### src/rtl/opnd_bus_arbiter_24b.sv
// Sticky, burst-capped 2:1 arbiter for a shared 24-bit operand bus, feeding a
// single registered output stage with a valid/ready handshake toward the consumer.
module opnd_bus_arbiter_24b #(
    parameter int WIDTH = 24,
    parameter int BURST = 4
) (
    input  logic             clk,
    input  logic             reset,
    input  logic             req0,
    input  logic [WIDTH-1:0] data0,
    output logic             gnt0,
    input  logic             req1,
    input  logic [WIDTH-1:0] data1,
    output logic             gnt1,
    output logic             sel,
    output logic             out_valid,
    output logic [WIDTH-1:0] out_data,
    output logic             out_src,
    input  logic             out_ready
);
    localparam int            CW      = $clog2(BURST + 1);
    localparam logic [CW-1:0] CNT_MAX = CW'(BURST);

    typedef enum logic {
        IDLE = 1'b0,
        FULL = 1'b1
    } state_t;

    state_t        state;
    state_t        state_next;
    logic          last;
    logic [CW-1:0] cnt;
    logic          can_accept;
    logic          grant;

    assign can_accept = (state == IDLE) || out_ready;

    always_comb begin
        // NOTE: every output of a combinational block gets a default first, so no
        // path through the ifs leaves it unassigned and a latch is never inferred.
        gnt0 = 1'b0;
        gnt1 = 1'b0;
        if (!reset && can_accept) begin
            if (req0 && req1) begin
                // The current owner keeps the bus until its run reaches the cap.
                gnt1 = (cnt < CNT_MAX) ? last : ~last;
                gnt0 = ~gnt1;
            end else begin
                gnt0 = req0;
                gnt1 = req1;
            end
        end
    end

    assign sel       = gnt1;
    assign grant     = gnt0 | gnt1;
    assign out_valid = (state == FULL);

    always_comb begin
        state_next = state;
        case (state)
            IDLE:    if (grant) state_next = FULL;
            FULL:    if (!grant && out_ready) state_next = IDLE;
            default: state_next = IDLE;
        endcase
    end

    always_ff @(posedge clk or posedge reset) begin
        // NOTE: sequential state uses non-blocking assignments so every flop samples
        // the pre-edge values, independent of statement order.
        if (reset) begin
            state    <= IDLE;
            out_data <= '0;
            out_src  <= 1'b0;
            last     <= 1'b0;
            cnt      <= '0;
        end else begin
            state <= state_next;
            if (grant) begin
                out_data <= sel ? data1 : data0;
                out_src  <= gnt1;
                if (gnt1 == last) begin
                    if (cnt != CNT_MAX) cnt <= cnt + 1'b1;
                end else begin
                    last <= gnt1;
                    cnt  <= CW'(1);
                end
            end
        end
    end

endmodule

### config.mk
export PLATFORM = sky130hd
export DESIGN_NAME = opnd_bus_arbiter_24b
export DESIGN_NICKNAME = d
export VERILOG_FILES = /design/src/rtl/opnd_bus_arbiter_24b.sv
export SDC_FILE = /design/constraint.sdc
export NUM_CORES = 1
export LEC_CHECK = 0
export CAP_MARGIN = 20
export CELL_PAD_IN_SITES_DETAIL_PLACEMENT = 2
export CELL_PAD_IN_SITES_GLOBAL_PLACEMENT = 2
export CORE_ASPECT_RATIO = 0.8
export CORE_MARGIN = 3
export CORE_UTILIZATION = 25
export DETAILED_ROUTE_END_ITERATION = 16
export PLACE_DENSITY_LB_ADDON = 0.1
export SLEW_MARGIN = 10
export SYNTH_ARGS = -nofsm -noshare
export SYNTH_HDL_FRONTEND = slang
export SYNTH_SLANG_ARGS = --single-unit
### constraint.sdc
create_clock -name clk -period 5.5 [get_ports clk]
set_input_delay 0.55 -clock clk [delete_from_list [all_inputs] [get_ports clk]]
set_output_delay 0.55 -clock clk [all_outputs]
set_load 0.01 [all_outputs]
### Word-level counts from Yosys, hierarchy flattened

Cells that the tools add are included.

* bits in registers: 30
* latch bits: 0
* memory bits (writable): 0
* bits in read-only memories: 0
* bits of input ports: 53
* output and inout port bits: 29
* word-level logic and storage cells: 34
* memories: 0

* $add $sub $neg: 1
* multipliers: 0
* div/mod/pow operators: 0
* order comparisons: 1
* eq/ne operators: 3
* shifts and indexed selects: 0
* mux-type cells: 11
* bitwise gates (word level): 5
* reduce and logical (&&, ||, !) cells: 8

Operator list (number)
* $mux W24: 1
* $mux W1: 7
* $mux W3: 2
* $not A1 Y1: 4
* $reduce_and A2 Y1: 2
* $add A3 B1 Y3 const B: 1
* $logic_and A1 B1 Y1: 3
* $lt A3 B3 Y1 const B: 1
* $ne A3 B3 Y1 const B: 1
* $logic_not A1 Y1: 2
* $ne A2 B1 Y1 const B: 1
* $pmux W1 S2: 1
* $eq A1 B1 Y1: 1
* $logic_or A1 B1 Y1: 1
* $or A1 B1 Y1: 1

### Depth between registers and ports, before layout

Gate-level depths: netlist of run 1.

* word-level depth: 10
* gate-level depth with buffers: 7
* mapped depth without buffers: 6

### Worst setup path after synthesis of run 1

No wires, ideal clock.

* kind: input to output
* from: in reset
* to: out gnt0
* arrival time: 1.602 ns
* required time: 4.950 ns
* path slack: 3.348 ns
* stages on the path: 3
* path buffers: 0
* cell sequence: inv_1 nand3_1 nor2_1

* word-level cells in the longest chain between the ends: 3

Ends and longest elaborated chain
* start: declaration: RTL line 8 `input logic reset,`
* $logic_not A1 Y1 (no line)
* $logic_and A1 B1 Y1: RTL line 43 `if (!reset && can_accept) begin`
* $mux W1: RTL line 43
* end: declaration: RTL line 11 `output logic gnt0,`

Every way passes these cells.

### Worst setup path in the final report of run 1

* from: in req1
* to: out gnt1

* word-level cells in the longest chain between the ends: 3

Ends and longest elaborated chain
* start: declaration: RTL line 12 `input logic req1,`
* $logic_and A1 B1 Y1: RTL line 44 `if (req0 && req1) begin`
* $mux W1 *: RTL line 44
* $mux W1 *: RTL line 43
* end: declaration: RTL line 14 `output logic gnt1,`

Every way passes the cells marked *; elsewhere a longest branch is shown, timed or not.

==> flow_summary.ini, run 1 <==
[sta]
fin_worst_skew_ns = 0.00636
period_needed_ns = 3.29
maxSlewViolCount = 0
worst_slew_pin_slew_ns = 0.696
fmax_mhz = 304
fin_crit_sh = 0.599
relSlewSlack = 0.536
fin_setup_tns_ns = 0
hold_viol = 0
setup_viol = 0
rsz0062_at_grt = false

[detailed_routing]
vias = 1478
drcViolationCount = 0
drt_iter0_drc = 14
via_per_inst = 4.66
wl_per_cell_um = 17.0
totalWireLength_um = 5390
firstDrtPassIters = 4
detail-route-antenna-nets = 0

[setup_path]
r2r-end = out_data[8]$_DFFE_PP0P_
critical_path_buf_inv_count = 4
r2r_slack_ns = 3.15
endpoint_kind = output port
crit_fanout = 7
cp.depth = 5
critPathTopFamily = buffers and inverters
cpMaxStageDelayCell = a2111oi_4
crit_end = gnt1
crit_top_cell = clkdlybuf4s50_1
slowest_delay_ns = 0.66
reg2reg_from = last$_DFFE_PP0P_
critPathKind = input port to output port
critPathLaunch = req1
path_cells = clkdlybuf4s50_1 -> inv_1 -> a2111oi_4 -> buf_6 -> clkdlybuf4s50_1
cp.arrival_ns = 2.74
critPathLaunchType = input port
critPathRequiredTime_ns = 4.95
reg2regPathDepth = 5

[cts]
cts_sinks = 30
numCtsBuffers = 5
cts-resized-gates = 0
clkLatencyLatePin_ns = 0.28
htreeDepth = 2
cts_tree = done
cts_setup_buffers = 0
clockRootBuffer = clkbuf_8
clkTransAtPathRegs_ns = 0.06
clockBufferDepth = 2
cts_hold_buf = 0

[yosys]
ys_ff_latch = 30
ys_seq_area_frac = 0.462
syn-num-nets = 208
avgSynthCellArea_um2 = 10.6
postSynthCellCount = 153
ys_warn_count = 0
syn-cell-area_um2 = 1630
synth_cell_types = 32

[grt]
grt_max_degree = 53
grt.busiest_layer = met2
grtUsageTotal = 0.150
grt_pass1_wl_um = 8630
antenna_found_initial = 0
grtUsageMet2 = 0.267
grtUsageMet1 = 0.167
use_met3 = 0.0575
grt_remaining_overflow = 0
grt_pass1_vias = 1715

[placed_design]
place_congestion = 0.759
port_buffers = 81
dp_hpwl_um = 4180

[job]
max_cap_viol_count = 0

[min_path]
hold_class = register to register

[floorplanning]
dieArea_um2 = 7520
die_w_um = 96.2
initial_core_util = 0.267
row_count = 25
core_area_um2 = 6100
pin_count = 82
die_h_um = 78.1

[power]
total_power_mw = 0.850
p_leak_nw = 0.991
power_density_nw_per_um2 = 327
vdd.ir_drop.worst_mv = 0.141

[layout]
area_delta_synth_final_pct = 59.6
drive_gt1_frac = 0.136
diodes = 0
fin_nets = 290

[status]
status = completed
-- synth_stat cells (all sizes together) --
| cell type | number | area (um^2) |
|---|---|---|
| inv | 6 | 22.5 |
| a2111oi | 1 | 15.0 |
| o311a | 1 | 10.0 |
| nor4b | 1 | 8.76 |
| nand3 | 2 | 10.0 |
| a31oi | 2 | 12.5 |
| a21o | 1 | 7.51 |
| ha | 2 | 25.0 |
| nor2 | 27 | 101 |
| buf | 7 | 76.3 |
| o32ai | 1 | 8.76 |
| nand2 | 3 | 11.3 |
| clkbuf | 3 | 11.3 |
| a21oi | 26 | 198 |
| mux2i | 24 | 240 |
| dfrtp | 30 | 751 |
| o22ai | 1 | 6.26 |
| o21a | 1 | 7.51 |
| nand2b | 4 | 25.0 |
| o21ai | 2 | 10.0 |
| a21boi | 2 | 15.0 |
| xnor2 | 1 | 8.76 |
| o22a | 1 | 8.76 |
| a211oi | 1 | 12.5 |
| a31o | 1 | 8.76 |
| o221ai | 1 | 8.76 |
| nor2b | 1 | 6.26 |
-- cell usage in the layout (no fill, tap or decap), types with 3 or more instances in the layout --
cell,instances
dfrtp_1,30
nand2b_1,4
clkdlybuf4s50_1,81
nand2_1,3
buf_4,3
nor2_1,27
a21oi_2,18
inv_1,5
mux2i_1,24
clkbuf_8,6
a21oi_1,8
-- cell families after synthesis --
kind of cell,synth area share
AO/OA/AOI/OAI,0.202
AND/OR/NAND/NOR,0.100
flip-flops,0.462
multiplexers,0.148
buffers and inverters,0.0677
adder cells (fa/ha/maj),0.0154
XOR/XNOR,0.00539
-- per-stage QoR --
stage                     instances  instance area, um^2   util  hold WS, ns  setup slack (ns)
final                           317                 2600  0.426        0.511              2.21
after CTS                       316                 2580  0.424        0.522              1.95
after global routing            317                 2600  0.426        0.552              2.09
after global placement          308                 2490  0.409        0.494              2.07
after floorplan                 153                 1630      -        0.478              3.35
after detailed placement        308                 2490  0.409        0.500              1.94
-- cell type report --
cell class | instances | area, um^2
inverter | 6 | 22.5
tap | 81 | 101
timing repair buffer | 85 | 845
multi-input combinational | 107 | 786
clock inverter | 1 | 5.00
sequential | 30 | 751
fill | 663 | 3500
clock buffer | 7 | 86.3
-- sequential cells by signal, summed over array words and instances, names as in the netlist --
signal     count
last           1
out_src        1
out_data      24
cnt            3
out_valid      1
-- routing by layer --
metal,wire length [um],vias to the layer above
met3,433,6
met5,0,-
met2,2790,50
met4,40,0
met1,2120,727
li1,-,695
-- worst min path at each step --
stage / end / depth (start not counted) / slack [ns] / start
detailed placement: out_src$_DFFE_PP0P_ / 1 / 0.50 / out_src$_DFFE_PP0P_
global route: out_src$_DFFE_PP0P_ / 1 / 0.55 / out_src$_DFFE_PP0P_
finish: out_src$_DFFE_PP0P_ / 1 / 0.51 / out_src$_DFFE_PP0P_
global placement: out_src$_DFFE_PP0P_ / 1 / 0.49 / out_src$_DFFE_PP0P_
CTS: out_src$_DFFE_PP0P_ / 1 / 0.52 / out_src$_DFFE_PP0P_
floorplan: cnt[0]$_DFFE_PP0P_ / 1 / 0.48 / cnt[0]$_DFFE_PP0P_
-- report_power, final --
part           total [mW]  switching (mW)  leakage [nW]  internal [mW]
Clock               0.182          0.0811        0.0482          0.101
Combinational       0.351           0.163         0.608          0.188
Sequential          0.317          0.0436         0.335          0.273
No activity file was read; power rests on OpenSTA's default activity.
==> inputs of run 2 (changes only) <==
Settings changed: CORE_UTILIZATION 25 to 23.
Clock period 5.5 ns to 3.2 ns, I/O delays scaled along.
==> run 2 against run 1 <==
Combinational power is 70% higher. Die area is 8.1% higher. Worst setup slack got worse by 1.4 ns. Clock power is 84% higher. Sequential power up 70%. Via count fell by 0.20%. Critical path depth is 2 lower. Critical path type is now register to output port. Critical endpoint unchanged. Largest cell class unchanged. Highest routed layer unchanged.
==> flow_summary.ini, run 2 (synthesis gave the netlist of run 1 again) <==
[min_path]
hold_class = register to register
hold_start = out_src$_DFFE_PP0P_
whs_path_depth = 1
hold_path_end = out_src$_DFFE_PP0P_

[cts]
clockBufferDepth = 2
htreeDepth = 2
cts-resized-gates = 0
cts_setup_buffers = 0
cts_hold_buf = 0
cts_tree = done
clockRootBuffer = clkbuf_8
clkLatencyLatePin_ns = 0.29
clkTransAtPathRegs_ns = 0.07
cts_sinks = 30
numCtsBuffers = 5

[setup_path]
path_cells = xnor2_1 -> a2111oi_4 -> clkdlybuf4s50_1
cpMaxStageDelayCell = clkdlybuf4s50_1
reg2regPathDepth = 5
slowest_delay_ns = 0.63
critPathLaunchType = register
r2r-end = out_data[11]$_DFFE_PP0P_
endpoint_kind = output port
reg2reg_from = last$_DFFE_PP0P_
critPathRequiredTime_ns = 2.88
cp.arrival_ns = 2.10
crit_fanout = 9
critPathKind = register to output port
r2r_slack_ns = 1.15

[floorplanning]
die_h_um = 81.2
die_w_um = 100
initial_core_util = 0.246
core_area_um2 = 6600
row_count = 26
pin_count = 82
dieArea_um2 = 8120

[placed_design]
port_buffers = 81
dp_hpwl_um = 4170
place_congestion = 0.826

[sta]
fmax_mhz = 414
setup_viol = 0
worst_slew_pin_slew_ns = 0.563
maxSlewViolCount = 0
hold_viol = 0
fin_setup_tns_ns = 0
fin_crit_sh = 0.755
relSlewSlack = 0.624
rsz0062_at_grt = false
period_needed_ns = 2.42
fin_worst_skew_ns = 0.00794

[detailed_routing]
detail-route-antenna-nets = 0
wl_met3_um = 537
top_layer_used = met4
via_per_inst = 4.60
drcViolationCount = 0
vias = 1475
wl_per_cell_um = 16.8
drt-met1-wl_um = 2360
met2WireLength_um = 2460
totalWireLength_um = 5400
firstDrtPassIters = 4
drt_iter0_drc = 44

[layout]
fin_util = 0.395
final_cell_mix = clkdlybuf4s50_1 (81), dfrtp_1 (30), nor2_1 (27)
largest-register = out_data
top_regs = out_data: 24 flops, cnt: 3 flops
fin_nets = 291
final_common_cell = clkdlybuf4s50_1
drive_gt1_frac = 0.143
area_delta_synth_final_pct = 60.3
diodes = 0
largest_reg_flops = 24

[grt]
grt_pass1_wl_um = 8470
grtUsageTotal = 0.136
grt_pass1_vias = 1670
grt_max_degree = 31
antenna_found_initial = 0
grt_remaining_overflow = 0

[status]
status = completed

[power]
power_density_nw_per_um2 = 563
p_leak_nw = 0.994
vdd.ir_drop.worst_mv = 0.165

[job]
max_cap_viol_count = 0
==> run 2: changes by cell type in the layout (fill, tap and decap cells not counted), sizes merged <==
| cell | delta |
|---|---|
| buf | +1 |
| clkbuf | -1 |
| clkinvlp | +1 |
==> run 2: worst max-delay path: cells and delay by family, from the launching register on <==
family | cells | cell delay [ns]
AO/OA/AOI/OAI | 1 | 0.47
XOR/XNOR | 1 | 0.23
buffers and inverters | 1 | 0.63
flip-flops | 1 | 0.48
==> run 2: worst max path at each step <==
stage                                start                       to  slack [ns]  depth (start not counted)
after CTS                 last$_DFFE_PP0P_                     gnt1        0.74                          3
after global routing      last$_DFFE_PP0P_                     gnt1        0.67                          3
after global placement                req1                     gnt1        0.81                          4
after floorplan           last$_DFFE_PP0P_                      sel        1.40                          6
final                     last$_DFFE_PP0P_                     gnt1        0.78                          3
after detailed placement              req0  out_data[7]$_DFFE_PP0P_        0.78                          7
==> run 2: layout make-up <==
type                       instances  area [um^2]
inverter                           6         22.5
clock inverter                     2         12.5
tap                               84          105
fill                             714         4000
clock buffer                       6         82.6
multi-input combinational        107          786
sequential                        30          751
timing repair buffer              86          848
==> run 2: layer usage <==
metal,GRT usage,up-vias
li1,-,701
met1,0.168,706
met2,0.216,63
met3,0.0575,5
met4,0.0404,0
met5,0,-
==> run 2: stage by stage <==
| stage | power, mW | worst slack, ns | instance area [um^2] | cells | hold slack, ns |
|---|---|---|---|---|---|
| after global placement | 1.12 | 0.807 | 2510 | 313 | 0.469 |
| after global routing | 1.57 | 0.674 | 2610 | 321 | 0.526 |
| final | 1.47 | 0.783 | 2610 | 321 | 0.488 |
| after detailed placement | 1.15 | 0.783 | 2510 | 313 | 0.471 |
| after CTS | 1.50 | 0.740 | 2610 | 321 | 0.496 |
| after floorplan | 0.863 | 1.40 | 1630 | 153 | 0.419 |
==> run 2: power by group <==
group	leakage, nW	internal, mW	switching (mW)	total, mW
registers	0.335	0.469	0.0692	0.538
logic	0.612	0.322	0.274	0.596
clock network	0.0472	0.173	0.161	0.334
